File: src/rtl/bcd_pkg.sv
// ============================================================================
//  Module      : bcd_pkg
//  Description : Shared FSM state encoding and default sizing constants for
//                the BCD-to-binary converter.
//  Revision    : 1.0 - initial release
// ============================================================================
`default_nettype none

package bcd_pkg;

    // Default number of BCD digits and the matching binary result width
    localparam int c_DEFAULT_DIGITS = 4;
    localparam int c_DEFAULT_RES_W  = 14;

    // Converter control states
    typedef enum logic [1:0] {
        ST_IDLE = 2'd0,
        ST_RUN  = 2'd1,
        ST_DONE = 2'd2
    } state_t;

endpackage

`default_nettype wire

File: src/rtl/mul10_add.sv
// ============================================================================
//  Module      : mul10_add
//  Description : Combinational acc*10 + digit step built from shifts and
//                adds, truncated to RES_W bits.
//  Revision    : 1.0 - initial release
// ============================================================================
`default_nettype none

module mul10_add #(
    parameter int RES_W = 14
) (
    input  logic [RES_W-1:0] acc,
    input  logic [3:0]       digit,
    output logic [RES_W-1:0] result
);

    logic [RES_W-1:0] w_digit_ext;

    assign w_digit_ext = {{(RES_W-4){1'b0}}, digit};

    // acc*8 + acc*2 + digit; overflow wraps modulo 2^RES_W
    assign result = (acc << 3) + (acc << 1) + w_digit_ext;

endmodule

`default_nettype wire

File: src/rtl/bcd_to_bin.sv
// ============================================================================
//  Module      : bcd_to_bin
//  Description : Sequential BCD-to-binary converter, one digit per clock,
//                most significant digit first.
//                Optional feature macro: BCD_DIGIT_CHECK_EN (flags digits
//                above 9 and zeroes the result of such a conversion).
//  Revision    : 1.0 - initial release
// ============================================================================
`default_nettype none

module bcd_to_bin
    import bcd_pkg::*;
#(
    parameter int DIGITS = c_DEFAULT_DIGITS,
    parameter int RES_W  = c_DEFAULT_RES_W
) (
    input  logic                  clk,
    input  logic                  rst_n,
    input  logic                  start,
    input  logic [4*DIGITS-1:0]   bcd,
    output logic [RES_W-1:0]      binary,
    output logic                  done,
    output logic                  busy,
    output logic                  err
);

    localparam int c_CNT_W = (DIGITS > 1) ? $clog2(DIGITS) : 1;

    state_t               r_state;
    state_t               w_state_next;
    logic [4*DIGITS-1:0]  r_bcd;
    logic [RES_W-1:0]     r_acc;
    logic [RES_W-1:0]     r_binary;
    logic [RES_W-1:0]     w_next_acc;
    logic [c_CNT_W-1:0]   r_cnt;
    logic [3:0]           w_digit;
    logic                 w_last;

    // Select the digit addressed by the counter
    always_comb begin
        w_digit = 4'd0;
        for (int i = 0; i < DIGITS; i++) begin
            if (r_cnt == c_CNT_W'(i)) begin
                w_digit = r_bcd[4*i +: 4];
            end
        end
    end

    assign w_last = (r_cnt == '0);

    mul10_add #(
        .RES_W (RES_W)
    ) u_mul10_add (
        .acc    (r_acc),
        .digit  (w_digit),
        .result (w_next_acc)
    );

`ifdef BCD_DIGIT_CHECK_EN
    logic r_flag;
    logic r_err;
    logic w_bad;
    logic w_flag_final;

    assign w_bad        = (w_digit > 4'd9);
    assign w_flag_final = r_flag | w_bad;
    assign err          = r_err;
`else
    assign err = 1'b0;
`endif

    assign binary = r_binary;

    // State register
    always_ff @(posedge clk or negedge rst_n) begin
        if (!rst_n) begin
            r_state <= ST_IDLE;
        end else begin
            r_state <= w_state_next;
        end
    end

    // Next-state logic: start only matters in IDLE
    always_comb begin
        w_state_next = r_state;
        case (r_state)
            ST_IDLE: w_state_next = start  ? ST_RUN  : ST_IDLE;
            ST_RUN:  w_state_next = w_last ? ST_DONE : ST_RUN;
            ST_DONE: w_state_next = ST_IDLE;
            default: w_state_next = ST_IDLE;
        endcase
    end

    // Status outputs decoded from the state
    always_comb begin
        done = (r_state == ST_DONE);
        busy = (r_state != ST_IDLE);
    end

    // Datapath: latch operand, accumulate digits, register the result
    always_ff @(posedge clk or negedge rst_n) begin
        if (!rst_n) begin
            r_bcd    <= '0;
            r_acc    <= '0;
            r_cnt    <= '0;
            r_binary <= '0;
`ifdef BCD_DIGIT_CHECK_EN
            r_flag   <= 1'b0;
            r_err    <= 1'b0;
`endif
        end else begin
            case (r_state)
                ST_IDLE: begin
                    if (start) begin
                        r_bcd  <= bcd;
                        r_acc  <= '0;
                        r_cnt  <= c_CNT_W'(DIGITS - 1);
`ifdef BCD_DIGIT_CHECK_EN
                        r_flag <= 1'b0;
                        r_err  <= 1'b0;
`endif
                    end
                end
                ST_RUN: begin
                    r_acc <= w_next_acc;
                    r_cnt <= r_cnt - c_CNT_W'(1);
`ifdef BCD_DIGIT_CHECK_EN
                    r_flag <= w_flag_final;
                    if (w_last) begin
                        r_binary <= w_flag_final ? '0 : w_next_acc;
                        r_err    <= w_flag_final;
                    end
`else
                    if (w_last) begin
                        r_binary <= w_next_acc;
                    end
`endif
                end
                default: ;
            endcase
        end
    end

endmodule

`default_nettype wire

File: config.mk
export PLATFORM = sky130hd
export DESIGN_NAME = bcd_to_bin
export DESIGN_NICKNAME = d
export VERILOG_FILES = /design/src/rtl/bcd_pkg.sv /design/src/rtl/mul10_add.sv /design/src/rtl/bcd_to_bin.sv
export SDC_FILE = /design/constraint.sdc
export NUM_CORES = 1
export LEC_CHECK = 0
export CORE_MARGIN = 8
export CORE_UTILIZATION = 55
export CTS_BUF_LIST = sky130_fd_sc_hd__clkbuf_16
export DETAILED_ROUTE_END_ITERATION = 12
export PLACE_DENSITY = 0.77
export SETUP_SLACK_MARGIN = 0.02
export SLEW_MARGIN = 40
export SYNTH_ARGS = -nofsm -noshare
export SYNTH_HDL_FRONTEND = slang
export SYNTH_SLANG_ARGS = --single-unit
export TNS_END_PERCENT = 5
File: constraint.sdc
create_clock -name clk -period 3.9 [get_ports clk]
set_clock_uncertainty 0.2 [all_clocks]
set_input_delay 0.39 -clock clk [delete_from_list [all_inputs] [get_ports clk]]
set_output_delay 0.39 -clock clk [all_outputs]
set_load 0.1 [all_outputs]
==> Word-level counts from Yosys, hierarchy flattened <==
Cells that the tools add are included.
{ "op_classes": {"n_addsub": 3, "n_mux": 11, "n_reduce_logical": 7, "eq_ne": 6} }
{ "op_table": {"columns": ["cell", "n"], "rows": [
  ["$pmux 13 s2", 1],
  ["$mux 4", 4],
  ["$add 14x14->14", 1],
  ["$add 14x4->14", 1],
  ["$mux 13", 1],
  ["$pmux 2 s2", 2],
  ["$eq 2x2->1 const B", 3],
  ["$reduce_and 2->1", 3],
  ["$eq 2x1->1 const B", 2],
  ["$logic_not 2->1", 2],
  ["$mux 2", 2],
  ["$reduce_bool 2->1", 2],
  ["$ne 2x2->1 const B", 1],
  ["$sub 2x1->2 const B", 1],
  ["$mux 1", 1]
]} }
{ "totals": {"wordCells": 32, "out_inout_bits": 17, "inputBits": 19, "regBits": 47} }

==> Logic depth before layout (Yosys ltp) <==
Gate-level depths: netlist of run 1.
{ "logic_depth": {"word_depth": 7, "mapped_depth": 15, "ltp_nobuf": 15} }

==> Cells and area by module <==
From an unflattened synthesis of run 1, not the netlist that was laid out.
{ "hier_totals": {"hier_cells": 241, "hier_area_um2": 2723.9} }
{ "by_module_without_submodules": {"columns": ["mod", "instances", "area_each_um2", "seq_area_each_um2", "cells_each"], "rows": [
  ["bcd_to_bin", 1, 2068.2, 1201.2, 166],
  ["mul10_add", 1, 655.6, 0.0, 75]
]} }

==> Worst setup path after synthesis of run 1 <==
OpenSTA, ideal clock, no wires.
{ "synth_timing": {"path_kind": "reg2reg", "startpoint": "register r_cnt[0]", "endpoint": "register r_binary[10], in the netlist binary[10]", "period_less_slack_ps": 3245, "t_arrival_ps": 2910, "t_required_ps": 3566, "slack_ps": 655, "setup_time_ps": 134, "path_buffers": 0, "stages_incl_launch_ff": 16, "path_cell_list": "dfrtp_1 > inv_1 > ha_1 > nor2b_1 > a22oi_1 > nor2_1 > a21oi_1 > o21ai_0 > ha_1 > ha_1 > fa_1 > a21oi_2 > o211ai_2 > a31oi_1 > xor2_1 > o21ai_0"} }
{ "synth_via": {"elab_chain_len": 6, "word_cells_on_any_way": 10, "classes_between": "add/sub (1); eq/ne (3); mux (4); reduce/logical (2)"} }
{ "synth_lines": {"columns": ["item", "line_no", "rtl"], "rows": [
  ["start: declaration", "bcd_to_bin.sv:35", "logic [c_CNT_W-1:0] r_cnt;"],
  ["start signal: assignment", "bcd_to_bin.sv:117", "r_cnt <= c_CNT_W'(DIGITS - 1);"],
  ["start signal: assignment", "bcd_to_bin.sv:126", "r_cnt <= r_cnt - c_CNT_W'(1);"],
  ["$logic_not 2->1", "bcd_to_bin.sv:43, bcd_to_bin.sv:49", null],
  ["$mux 4 (4 in a row)", "bcd_to_bin.sv:43", "if (r_cnt == c_CNT_W'(i)) begin"],
  ["$add 14x4->14", "mul10_add.sv:22", "assign result = (acc << 3) + (acc << 1) + w_digit_ext;"],
  ["end signal: assignment", "bcd_to_bin.sv:135", "r_binary <= w_next_acc;"],
  ["end: declaration", "bcd_to_bin.sv:33", "logic [RES_W-1:0] r_binary;"]
]} }
Parallel ways exist; a longest one is shown, timed or not.
A chain may end at the register's enable or synchronous reset.

==> Worst setup path in the final report of run 1 <==
{ "layout_timing": {"startpoint": "register r_cnt[0]", "endpoint": "register r_acc[10]"} }
{ "layout_via": {"elab_chain_len": 7, "word_cells_on_any_way": 10, "classes_between": "add/sub (1); eq/ne (3); mux (5); reduce/logical (1)"} }
{ "layout_lines": {"columns": ["item", "line_no", "rtl"], "rows": [
  ["$logic_not 2->1", "bcd_to_bin.sv:43", null],
  ["$mux 4 (3 in a row)", "bcd_to_bin.sv:43", null],
  ["$mux 4 *", "bcd_to_bin.sv:43", null],
  ["$add 14x4->14 *", "mul10_add.sv:22", null],
  ["$pmux 13 s2 *", "bcd_to_bin.sv:112", "case (r_state)"],
  ["end signal: assignment", "bcd_to_bin.sv:125", "r_acc <= w_next_acc;"],
  ["end: declaration", "bcd_to_bin.sv:32", "logic [RES_W-1:0] r_acc;"]
]} }
Mark *: on every way between the ends. The rest lies on a longest branch, timed or not.

==> results.ini, run 1 <==
[critical_path]
ff2ff_setup_slack_ps=320
r2r_cells=15
reg2reg_from=r_cnt[0]
cp-end-kind=register
crit_required_ps=3850
r2r_end=r_acc[10]
path_class=register to register
crit_arrival_ps=3530
critPathLaunchType=register
startpoint=r_cnt[0]
crit_fanout=5

[floorplanning]
dieArea_um2=7500
num_io_pins=36
die_height_um=86.6
core-area_um2=4750
rows=25
start_util_pct=57.7
die_w_um=86.6

[cts]
clkSinkCount=47
htreeDepth=2
worstSkewPairLatency_ps=290
cts_tree=yes
root_buffer=clkbuf_16
cts_setup_buffers=0
cts_buffers=5
cts.path.max_buffers=2
clk_pin_slew_ps=60

[routing]
antenna_left=0
drt-initial-drc-count=110
vias_per_cell=5.54
first_pass_iters=4
num_vias=2201
avgRoutedWirePerCell_um=15.1
drc=0
finalWirelength_um=5990

[placed_design]
hpwl_um=4250
place.gp.congestion=0.846
io_buffers=34

[sta]
relSlewSlack_pct=49.8
tns_ps=0
report.final.slew_viol_count=0
period_minus_slack_ps=3580
hold_viol_final=0
finalSetupViolCount=0
rsz0062_at_grt=no
worst_pin_slew_ps=753
fmax_mhz=279
min_period_over_period_pct=91.8

[hold_path]
min-delay-start=binary[7]
min_path_cells=2
whs_endpoint=binary[7]
hp-class=register to register

[yosys]
async_reset_ff_share_pct=100
synth_cells=303
synth_most_common_cell=nand2_1
yosysTopAreaCell=dfrtp_1
yosysTopAreaCellShare_pct=42.9
synth_area_per_cell_um2=9.05
ys_ff_latch=47
synth_commonest_cells=nand2_1 (78), dfrtp_1 (47), ha_1 (26)
syn_area_um2=2740
synth_edf_count=0
synthDistinctLibCells=48
ys_warn_count=0
syn_nets=350
synth_area_leaders=dfrtp_1 (43%), ha_1 (12%), nand2_1 (11%), o21ai_0 (4.4%), nand3_1 (2.6%)
synth_top_flop_cell=dfrtp_1
seq_area_frac_synth_pct=42.9

[layout]
regArea_um2=1180
nets=376
multi_input_area_um2=1450
drive_gt1_share_pct=10.3
fill_cells=405
final_core_util_pct=67.0
area_delta_synth_final_pct=16.2
antenna-diode-count=0

[global_routing]
grt_pass1_wl_um=10400
grt_pass1_vias=2243
antenna_found_initial=0
grt_usage_pct=17.3
gr-total-overflow=0
grt_max_degree=48

[run]
cap_violations=0

[outcome]
status=complete, no violations

[registers in the layout (all words and copies together), names as in the netlist]
signal and flops:
binary 14, r_acc 13, r_state 2, r_bcd 16
r_cnt 2
[cell type report]
type,instances,share of cell area [%]
Clock buffer,5,3.93
Timing Repair Buffer,36,8.64
Inverter,9,1.06
Multi-Input combinational cell,230,45.6
Sequential cell,47,36.9
Clock inverter,3,1.22
Tap cell,67,2.63
[worst max-delay path, cell delays in order (launching register included)]
cell and delay [ps]:
dfrtp_1 430, inv_1 120, ha_1 260, nor2b_1 240, a22oi_1 90, nor2_1 90
a21oi_1 40, o21ai_0 160, ha_1 250, ha_1 240, fa_1 430, a21oi_2 230
o211ai_2 150, a31oi_1 210, xor2_1 180, o21ai_0 100
[routing by layer]
| layer | routed length, um | vias to the layer above | global-route usage (%) |
|---|---|---|---|
| met5 | 0 | - | 0 |
| met4 | 150 | 0 | 7.67 |
| met3 | 232 | 13 | 3.97 |
| met2 | 2970 | 44 | 30.1 |
| met1 | 2640 | 1036 | 19.7 |
| li1 | - | 1108 | - |
[worst max path at each step]
stage | cells past startpoint | slack [ps] | endpoint
CTS | 15 | 330 | r_acc[10]
finish | 15 | 320 | r_acc[10]
detailed placement | 15 | 390 | r_acc[10]
floorplan | 15 | 660 | binary[10]
global placement | 15 | 480 | r_acc[10]
global route | 15 | 60 | binary[10]
[per-stage QoR]
stage               hold slack, ps  instance area (um^2)  instances  setup WS [ps]
detailed placement             234                  3010        388            394
global route                   301                  3190        397           60.8
global placement               258                  3090        388            483
floorplan                     -106                  2740        303            655
CTS                            279                  3190        397            325
finish                         270                  3190        397            320
[what timing repair did]
| item | in CTS | in global routing |
|---|---|---|
| endpoints found under the hold margin | 47 | 0 |
| gates resized for setup | 0 | 0 |
| hold buffers | 1 | 0 |
[cell usage in the layout (no fill, tap or decap), drive strengths merged, types with 2 or more instances in the layout]
cell and n:
nand2 80, dfrtp 47, ha 26, o21ai 26, buf 18, clkdlybuf4s50 17, a21oi 15, nand3 14
inv 9, nor2 8, nand4 7, a21o 5, xor2 5, clkbuf 5, nor2b 4, a31oi 4
nor3 4, a22oi 2, a211oi 2, or4 2, o311a 2, or3 2, fa 2, clkinv 2
[cells by family after synthesis]
| logic type | count (synthesis) | synth area share (%) |
|---|---|---|
| compound gates | 67 | 15.4 |
| xor+xnor | 7 | 2.74 |
| fa+ha+maj | 28 | 13.3 |
| buf+inv | 26 | 4.29 |
| flops | 47 | 42.9 |
| mux | 1 | 0.547 |
| other cells | 1 | 0.137 |
| simple gates | 126 | 20.7 |
Power of run 1 is not shown: default switching activity piles up to over one toggle a cycle in this logic, so the estimate is an artifact.
==> run 2: changes to the inputs <==
==> constraint.sdc (replaced) <==
create_clock -name clk -period 3.5 [get_ports clk]
set_clock_uncertainty 0.2 [all_clocks]
set_input_delay 0.35 -clock clk [delete_from_list [all_inputs] [get_ports clk]]
set_output_delay 0.35 -clock clk [all_outputs]
set_load 0.1 [all_outputs]
==> results.ini, run 2 (same netlist as run 1, synthesis figures left out) <==
[layout]
fill_cells=392  ; -3.2%
antenna-diode-count=0  ; unchanged
final_common_cell=nand2_1
regArea_um2=1180  ; +0.11%
nets=381  ; +1.3%
multi_input_area_um2=1510  ; +3.9%
largest_register_ffs=16  ; unchanged
drive_gt1_share_pct=15.8  ; +5.5 points
area_delta_synth_final_pct=18.8
largest-register=r_bcd
final_area_um2=3260  ; +2.3%
final_core_util_pct=68.6  ; +1.5 points
final_cell_mix=nand2_1 (77), dfrtp_1 (46), ha_1 (23)

[floorplanning]
start_util_pct=57.7  ; unchanged
num_io_pins=36  ; unchanged
rows=25  ; unchanged
die_height_um=86.6  ; unchanged
die_w_um=86.6  ; unchanged
dieArea_um2=7500  ; unchanged
core-area_um2=4750  ; unchanged

[global_routing]
grt_pass1_wl_um=10300  ; -0.79%
grt_usage_pct=17.3  ; -0.036 points
grt_pass1_vias=2277  ; +1.5%
gr-total-overflow=0  ; unchanged
grt_max_degree=48  ; unchanged
antenna_found_initial=0  ; unchanged

[sta]
fmax_mhz=296  ; +5.9%
rsz0062_at_grt=yes
finalSetupViolCount=0  ; unchanged
hold_viol_final=0  ; unchanged
min_period_over_period_pct=96.6  ; +4.8 points
fin_ws_ps=120  ; -200 ps
period_minus_slack_ps=3380  ; -200 ps
worst_pin_slew_ps=704  ; -49.3 ps
report.final.slew_viol_count=0  ; unchanged
relSlewSlack_pct=53.1  ; +3.3 points

[run]
cap_violations=0  ; unchanged

[cts]
clk_pin_slew_ps=60  ; about the same
worstSkewPairLatency_ps=280  ; about the same
cts.path.max_buffers=2  ; unchanged
cts_buffers=5  ; unchanged
htreeDepth=2  ; unchanged
clkSinkCount=47  ; unchanged
cts_tree=yes
root_buffer=clkbuf_16

[placed_design]
pre_cts_slack_ps=8.91  ; -385 ps
place.gp.congestion=0.864  ; +2.2%
hpwl_um=4410  ; +3.8%
io_buffers=34  ; unchanged
post_dp_cell_area_um2=3020  ; +0.25%

[critical_path]
slowest_delay_ps=480  ; +50 ps
cp-end-kind=register
crit_chain=inv_2, ha_2, nand3b_1, a21oi_1, a21oi_1, nor2_1, a21oi_2, fa_1, inv_1, ha_1, a211oi_2, o21bai_1, a21oi_2, xor2_1, o21ai_0
crit_arrival_ps=3340  ; -190 ps
cpLargestDelayFamily=adder cells
critPathBufInv=2  ; +1
crit_fanout=4  ; -1
critPathLaunchType=register
crit_required_ps=3460  ; -390 ps
path_class=register to register
slowest_stage=fa_1

[routing]
vias_per_cell=5.58  ; +0.60%
drt-initial-drc-count=104  ; -5.5%
antenna_left=0  ; unchanged
first_pass_iters=4  ; unchanged
num_vias=2242  ; +1.9%
finalWirelength_um=6100  ; +1.9%
drc=0  ; unchanged
avgRoutedWirePerCell_um=15.2  ; +0.60%

[hold_path]
hp-class=register to register

[outcome]
status=complete, no violations

run 2: changes by cell type in the layout (fill, tap and decap cells not counted), moves of 3 or more:
cell	delta
a21oi_1	-4
o21ai_0	-4
o21ai_1	+3
buf_4	+5
ha_1	-3
a21oi_2	+4
run 2: worst register-to-register path, stage by stage, from the launching register on:
cell and delay (ps):
dfrtp_2 450, inv_2 80, ha_2 190, nand3b_1 110, a21oi_1 200, a21oi_1 60, nor2_1 140, a21oi_2 50
fa_1 480, inv_1 70, ha_1 340, a211oi_2 290, o21bai_1 130, a21oi_2 160, xor2_1 220, o21ai_0 100
run 2: worst paths after layout:
check | startpoint | end | slack (ps) | cells past startpoint
max | r_cnt[0] | binary[7] | 120 | 15
min | binary[1] | binary[1] | 270 | 2
max reg2reg | r_cnt[0] | binary[7] | 120 | 15
min reg2reg | binary[1] | binary[1] | 270 | 2
max in group asynchronous | rst_n | r_cnt[0] | 2260 | 2
min in group asynchronous | rst_n | binary[8] | 410 | 2
run 2: timing repair:
action	in CTS	in global routing
gates resized for setup	1	19
pin swaps	1	13
hold buffers	1	0
hold endpoints to repair	47	0
endpoints found under the setup margin	1	15
setup buffers	1	3
run 2: routing by layer:
layer	wire [um]	track usage (%)	vias up	part of all wire [%]
met4	197	7.98	0	3.2
met5	0	0	-	0
li1	-	-	1117	-
met1	2610	20.0	1056	43
met3	255	4.16	17	4.2
met2	3030	29.3	52	50
run 2: area by class of cell:
type	instances	share of cell area, %
clock buffers	5	3.84
multi-input cells	230	46.3
flip-flops and latches	47	36.1
well taps	67	2.57
repair buffers	41	9.60
clock inverters	3	0.499
inverters	9	1.04
run 2: through the flow:
stage	setup TNS, ps	hold WS, ps	cells
6_report	0	271	402
5_1_grt	-583	299	402
4_1_cts	0	275	399
3_5_place_dp	0	198	389
3_3_place_gp	0	258	389
2_1_floorplan	0	-146	303
Power of run 2 is left out for the same reason.
==> run 3: changes to the inputs <==
--- a/config.mk
+++ b/config.mk
@@ -5,6 +5,7 @@
 export SDC_FILE = /design/constraint.sdc
 export NUM_CORES = 1
 export LEC_CHECK = 0
+export CAP_MARGIN = 30
 export CORE_MARGIN = 8
 export CORE_UTILIZATION = 55
 export CTS_BUF_LIST = sky130_fd_sc_hd__clkbuf_16
==> results of run 3 <==
Same layout as run 2: the final DEF is identical, and so are final timing and power.
Power of run 3 is left out for the same reason.
